===== src/rtl/motor_ctrl_ramp.sv =====
`default_nettype none
// ============================================================================
//  Module      : motor_ctrl_ramp
//  Description : Step/dir generator for one stepper axis with a one-deep
//                command slot, trapezoidal ramping, direction setup time,
//                abort and a signed position counter.
//  Revision    : 1.0 - initial release
// ============================================================================
module motor_ctrl_ramp #(
  parameter int DIV_W     = 13,
  parameter int STEPS_W   = 15,
  parameter int POS_W     = 19,
  parameter int DIR_SETUP = 255,
  parameter int RAMP_INC  = 16
) (
  input  logic               CLK,
  input  logic               reset,
  input  logic               cmd_valid,
  output logic               cmd_ready,
  input  logic [STEPS_W-1:0] cmd_steps,
  input  logic               cmd_dir,
  input  logic [DIV_W-1:0]   cmd_div,
  input  logic [DIV_W-1:0]   start_div,
  input  logic               ramp_en,
  input  logic               abort,
  input  logic               pos_clear,
  output logic               dir,
  output logic               step,
  output logic               busy,
  output logic               done,
  output logic [POS_W-1:0]   position
);

  // Internal period width carries one spare bit so ramp arithmetic saturates.
  localparam int c_PW     = DIV_W + 1;
  localparam int c_WAIT_W = (DIR_SETUP > 1) ? $clog2(DIR_SETUP) : 1;

  typedef enum logic [1:0] {
    S_IDLE     = 2'd0,
    S_DIR_WAIT = 2'd1,
    S_RUN      = 2'd2
  } state_t;

  state_t                r_state;
  logic                  r_slotFull;
  logic [STEPS_W-1:0]    r_slotSteps;
  logic                  r_slotDir;
  logic [DIV_W-1:0]      r_slotDiv;
  logic [STEPS_W-1:0]    r_remaining;
  logic [STEPS_W-1:0]    r_rampCnt;
  logic [c_PW-1:0]       r_pCur;
  logic [c_PW-1:0]       r_pTarget;
  logic [c_PW-1:0]       r_pStart;
  logic                  r_rampOn;
  logic [c_PW-1:0]       r_cnt;
  logic [c_PW-1:0]       r_hiCnt;
  logic [c_WAIT_W-1:0]   r_waitCnt;
  logic                  r_aborting;
  logic                  r_dir;
  logic                  r_step;
  logic                  r_done;
  logic [POS_W-1:0]      r_position;

  logic                  w_accept;
  logic                  w_load;
  logic                  w_issue;
  logic                  w_rampOk;
  logic [c_PW-1:0]       w_pEff;
  logic [STEPS_W-1:0]    w_remAfter;
  logic [c_PW:0]         w_pSum;
  logic [c_PW:0]         w_pFloor;
  logic [c_PW-1:0]       w_pUp;
  logic [c_PW-1:0]       w_pDown;

  assign cmd_ready = !r_slotFull;
  assign busy      = (r_state != S_IDLE);
  assign dir       = r_dir;
  assign step      = r_step;
  assign done      = r_done;
  assign position  = r_position;

  assign w_accept  = cmd_valid && !r_slotFull;
  assign w_load    = (r_state == S_IDLE) && r_slotFull && !abort;
  assign w_issue   = (r_state == S_RUN) && (r_cnt == '0) && (r_remaining != '0)
                     && !abort && !r_aborting;
  assign w_rampOk  = ramp_en && (start_div > r_slotDiv);

  // A zero period would never toggle, so it runs as a period of one.
  assign w_pEff     = (r_pCur == '0) ? c_PW'(1) : r_pCur;
  assign w_remAfter = r_remaining - STEPS_W'(1);

  // Decel step clamps at the start period, accel step clamps at the cruise period.
  assign w_pSum   = {1'b0, r_pCur} + (c_PW+1)'(RAMP_INC);
  assign w_pUp    = (w_pSum > {1'b0, r_pStart}) ? r_pStart : w_pSum[c_PW-1:0];
  assign w_pFloor = {1'b0, r_pTarget} + (c_PW+1)'(RAMP_INC);
  assign w_pDown  = ({1'b0, r_pCur} > w_pFloor) ? (r_pCur - c_PW'(RAMP_INC)) : r_pTarget;

  // Pending command slot: filled on handshake, emptied on load, flushed by abort.
  always_ff @(posedge CLK) begin
    if (!reset) begin
      r_slotFull <= 1'b0;
    end else if (abort) begin
      r_slotFull <= 1'b0;
    end else if (w_accept) begin
      r_slotFull  <= 1'b1;
      r_slotSteps <= cmd_steps;
      r_slotDir   <= cmd_dir;
      r_slotDiv   <= cmd_div;
    end else if (w_load) begin
      r_slotFull <= 1'b0;
    end
  end

  // Move sequencer: load, direction setup wait, step timing and ramp profile.
  always_ff @(posedge CLK) begin
    if (!reset) begin
      r_state     <= S_IDLE;
      r_dir       <= 1'b0;
      r_step      <= 1'b0;
      r_done      <= 1'b0;
      r_aborting  <= 1'b0;
      r_cnt       <= '0;
      r_hiCnt     <= '0;
      r_waitCnt   <= '0;
      r_remaining <= '0;
      r_rampCnt   <= '0;
      r_pCur      <= '0;
      r_pTarget   <= '0;
      r_pStart    <= '0;
      r_rampOn    <= 1'b0;
    end else begin
      r_done <= 1'b0;
      // High phase lasts ceil((P+1)/2) cycles, counted independently of the period.
      if (r_step) begin
        if (r_hiCnt == '0) r_step <= 1'b0;
        else               r_hiCnt <= r_hiCnt - c_PW'(1);
      end
      case (r_state)
        S_IDLE: begin
          if (w_load) begin
            if (r_slotSteps == '0) begin
              r_done <= 1'b1;
            end else begin
              r_remaining <= r_slotSteps;
              r_rampCnt   <= '0;
              r_cnt       <= '0;
              r_aborting  <= 1'b0;
              r_pTarget   <= {1'b0, r_slotDiv};
              r_pStart    <= {1'b0, start_div};
              r_rampOn    <= w_rampOk;
              r_pCur      <= w_rampOk ? {1'b0, start_div} : {1'b0, r_slotDiv};
              if (r_slotDir != r_dir) begin
                r_dir <= r_slotDir;
                if (DIR_SETUP == 0) begin
                  r_state <= S_RUN;
                end else begin
                  r_state   <= S_DIR_WAIT;
                  r_waitCnt <= c_WAIT_W'(DIR_SETUP - 1);
                end
              end else begin
                r_state <= S_RUN;
              end
            end
          end
        end
        S_DIR_WAIT: begin
          if (abort) begin
            r_state <= S_IDLE;
            r_done  <= 1'b1;
          end else if (r_waitCnt == '0) begin
            r_state <= S_RUN;
          end else begin
            r_waitCnt <= r_waitCnt - c_WAIT_W'(1);
          end
        end
        S_RUN: begin
          if (abort) r_aborting <= 1'b1;
          if (r_cnt == '0) begin
            if (w_issue) begin
              r_step      <= 1'b1;
              r_hiCnt     <= w_pEff >> 1;
              r_cnt       <= w_pEff;
              r_remaining <= w_remAfter;
              if (r_rampOn) begin
                if (w_remAfter <= r_rampCnt) begin
                  r_pCur <= w_pUp;
                end else if (r_pCur > r_pTarget) begin
                  r_pCur    <= w_pDown;
                  r_rampCnt <= r_rampCnt + STEPS_W'(1);
                end
              end
            end else begin
              // Full period of the last (or aborted) step has elapsed.
              r_state    <= S_IDLE;
              r_done     <= 1'b1;
              r_aborting <= 1'b0;
            end
          end else begin
            r_cnt <= r_cnt - c_PW'(1);
          end
        end
        default: r_state <= S_IDLE;
      endcase
    end
  end

  // Signed position tracks each issued step; a clear overrides a same-cycle step.
  always_ff @(posedge CLK) begin
    if (!reset) begin
      r_position <= '0;
    end else if (pos_clear) begin
      r_position <= '0;
    end else if (w_issue) begin
      r_position <= r_dir ? (r_position + POS_W'(1)) : (r_position - POS_W'(1));
    end
  end

endmodule
`default_nettype wire


===== config.mk =====
export PLATFORM = sky130hd
export DESIGN_NAME = motor_ctrl_ramp
export DESIGN_NICKNAME = d
export VERILOG_FILES = /design/src/rtl/motor_ctrl_ramp.sv
export SDC_FILE = /design/constraint.sdc
export NUM_CORES = 1
export LEC_CHECK = 0
export ABC_CLOCK_PERIOD_IN_PS = 14900
export CAP_MARGIN = 30
export CORE_UTILIZATION = 55
export DETAILED_ROUTE_END_ITERATION = 10
export PLACE_DENSITY = 0.74
export REMOVE_ABC_BUFFERS = 1
export SYNTH_ARGS = -nofsm -noshare
export SYNTH_HDL_FRONTEND = slang
export SYNTH_SLANG_ARGS = --single-unit

===== constraint.sdc =====
create_clock -name CLK -period 14.9 [get_ports CLK]
set_input_delay 2.98 -clock CLK [delete_from_list [all_inputs] [get_ports CLK]]
set_output_delay 2.98 -clock CLK [all_outputs]
set_load 0.02 [all_outputs]

==> flow_summary.toml <==
[logic_synthesis]
synth.distinct_cells = 73
synth-simple-area-share_pct = 22.3
netlist_area_mm2 = 0.0105
synthMuxAreaShare_pct = 1.43
synth_async_sr_flop_share_pct = 0
yosysSeqAreaShare_pct = 33.6
ys_ff_latch = 162
synth-compound-area-share_pct = 20.7
yosys.area_share.adder_pct = 11.0
synth_top_family_by_area = "simple AND/OR/NAND/NOR gates"
synth_xor_area_share_pct = 5.66
syn-instance-count = 1318
yosysWarnings = 0
ys.flop_type = "dfxtp_1"
syn_avg_cell_area_um2 = 7.98
synth_edf_count = 29

[detailed_routing]
drc = 0
ant_nets = 0
avgViaCountPerCell = 6.11
routed_wl_um = 27200
drt_iter0_markers = 856
dr.pass1.iters = 6
wire_per_inst_um = 17.0
vias = 9790

[global_routing]
overflow = 0
antenna_found_initial = 0
grt_pass1_wl_um = 44400
grt_max_degree = 80
grt_use_total_pct = 28.1
grt_pass1_vias = 8939

[cts]
root_buffer = "clkbuf_16"
htreeDepth = 4
cts_made_buffers = 17
clk_path_buf_depth = 2
post-cts-setup-buffers = 0
postCtsHoldBufs = 0
insertion_delay_ps = 430
path_clk_slew_ps = 60
clkSinkCount = 162
cts_tree = "done"
cts_resized = 0

[die]
fp.dieH_um = 140
core_area_mm2 = 0.0187
ios = 72
start_util_pct = 56.2
rows = 50
die_area_mm2 = 0.0197
dieWidth_um = 140

[layout]
syn2layout_area_growth_pct = 13.5
drive_above_1_share_pct = 4.68
stdcell_count = 1601
seqCellArea_mm2 = 0.00353
fill_cells = 1629
multi_input_area_mm2 = 0.00644
fin_nets = 1494
n_antenna_cell = 0
final_area_mm2 = 0.0119
final_util_pct = 63.8

[timing]
setup_viol = 0
hold_viol_final = 0
tns_ps = 0
tightest_slew_ps = 897
slew_headroom_pct = 40.2
whs_ps = 457
fin_crit_ps = 5870
post-route-period-util_pct = 39.4
fmax_mhz = 170
grt_setup_unrepaired = "no"
maxSlewViolCount = 0
skew_ps = 8.96

[critical_path]
cp_slowest_cell = "o2bb2ai_1"
required_ps = 15210
critPathLaunchType = "primary input"
crit_arrival_ps = 6190
worst-path-max-fanout = 31
timing_worst_setup_path_type = "in -> reg"
cp_cell_sequence = "clkdlybuf4s50_1 -> nor2_1 -> nand3_1 -> buf_4 -> o21ai_1 -> buf_4 -> nand2_1 -> o2bb2ai_1 -> nand2_1 -> o41ai_1"
end_kind = "flip-flop"
slowest_delay_ps = 660

[power]
ir_drop_mv = 0.0835
power.leakage_nw = 4.47
powerDensity_mw_per_mm2 = 88.6

[place]
globalplace.congestion = 0.897
place_hpwl_um = 18900
placed_area_mm2 = 0.0114
portBuffers = 71
dp_cells = 1569

[job]
maxCapViolCount = 0

[worst_hold_path]
min_path_type = "reg -> reg"

[status]
status = "complete, no violations"
report_power, final:
group          total (W)  internal (W)  switching (W)
clock           0.000421      0.000243       0.000178
combinational   0.000171     0.0000670       0.000104
sequential      0.000465      0.000454      0.0000108
metrics by stage:
step | setup WS, ps | power [W]
5_1_grt | 8720 | 0.00110
6_report | 9030 | 0.00106
3_3_place_gp | 8900 | 0.000638
3_5_place_dp | 8700 | 0.000641
2_1_floorplan | 6870 | 0.000582
4_1_cts | 9100 | 0.00106
kinds of logic (layout without fill, tap and decap cells):
kind of cell,after synthesis,count (layout)
AND/OR/NAND/NOR,483,483
multiplexers,15,15
buffers and inverters,147,196
AO/OA/AOI/OAI,351,351
adder cells (fa/ha/maj),92,92
XOR/XNOR,68,68
flip-flops,162,162
final cells by class:
cell class                      instances  area share (%)
Clock buffer                           19            3.63
Timing Repair Buffer                   85            6.84
Multi-Input combinational cell       1009            54.0
Tap cell                              234            2.45
Clock inverter                         13           0.986
Sequential cell                       162            29.6
Inverter                               79            2.48
critical path: cells and delay by family:
kind	cells	cell delay [ps]
AO/OA/AOI/OAI	3	1250
AND/OR/NAND/NOR	4	810
buffers and inverters	3	1120
worst paths after layout:
| check | from | end | slack, ps | cells after the start |
|---|---|---|---|---|
| worst max-delay path | abort | r_pCur[5]$_SDFFE_PN0P_ | 9030 | 10 |
| worst min-delay path | r_pStart[12]$_SDFFE_PN0P_ | r_pStart[12]$_SDFFE_PN0P_ | 460 | 2 |
| worst max register to register | r_remaining[0]$_SDFFE_PN0P_ | r_pCur[5]$_SDFFE_PN0P_ | 9070 | 16 |
| worst min register to register | r_pStart[12]$_SDFFE_PN0P_ | r_pStart[12]$_SDFFE_PN0P_ | 460 | 2 |
cell usage in the layout (no fill, tap or decap), drive strengths merged, types with 11 or more instances in the layout:
cell type	count
edfxtp	29
or3	13
nand3	53
a211oi	17
nand4	15
mux2i	15
ha	91
nor2	122
dfxtp	133
inv	80
clkdlybuf4s50	71
clkbuf	19
nor4	27
xor2	28
xnor2	40
buf	14
a2111oi	13
o31ai	11
nor3	30
nand2	153
o21ai	79
a21o	18
a21oi	140
cell usage after synthesis, drive strengths merged, types with 4 or more instances:
library cell	number	area (um^2)
a211oi	17	140
nand3	53	270
nand4	15	93.8
nand2	153	574
clkbuf	60	226
o41ai	4	35.0
and4	8	70.1
dfxtp	133	2660
nor2	122	458
nand2b	8	50.1
o21a	6	45.0
and2	5	31.3
o21bai	4	30.0
mux2i	15	150
a21oi	140	701
edfxtp	29	871
buf	8	32.5
a22oi	9	67.6
nor4	27	190
nor3	30	150
nor4b	6	58.8
o31ai	11	96.3
a21o	18	135
xor2	28	245
nor2b	9	56.3
and3	10	62.6
o32ai	7	61.3
a2111oi	13	114
o211ai	10	75.1
o2111ai	6	58.8
o21ai	79	395
a31oi	7	43.8
or4	7	52.6
inv	78	293
or2	6	40.0
ha	91	1140
xnor2	40	350
or3	13	81.3
flip-flops by register name, summed over array words and instances, names as in the netlist:
signal	cells
r_state	2
r_hiCnt	14
position	19
done	1
r_slotDiv	13
dir	1
step	1
r_pCur	14
r_remaining	15
r_rampOn	1
r_waitCnt	8
r_slotDir	1
r_pStart	13
r_aborting	1
r_slotFull	1
r_slotSteps	15
r_cnt	14
r_pTarget	13
r_rampCnt	15
layer usage:
layer  part of all wire, %  global-route usage [%]  vias to the layer above  wire length (um)
met4                   1.8                    9.54                        0               503
met2                    45                    44.4                      374             12200
met1                    47                    39.1                     4551             12700
li1                      -                       -                     4819                 -
met5                     0                       0                        -                 0
met3                   6.6                    4.21                       46              1800
(Power assumes the default switching activity.)
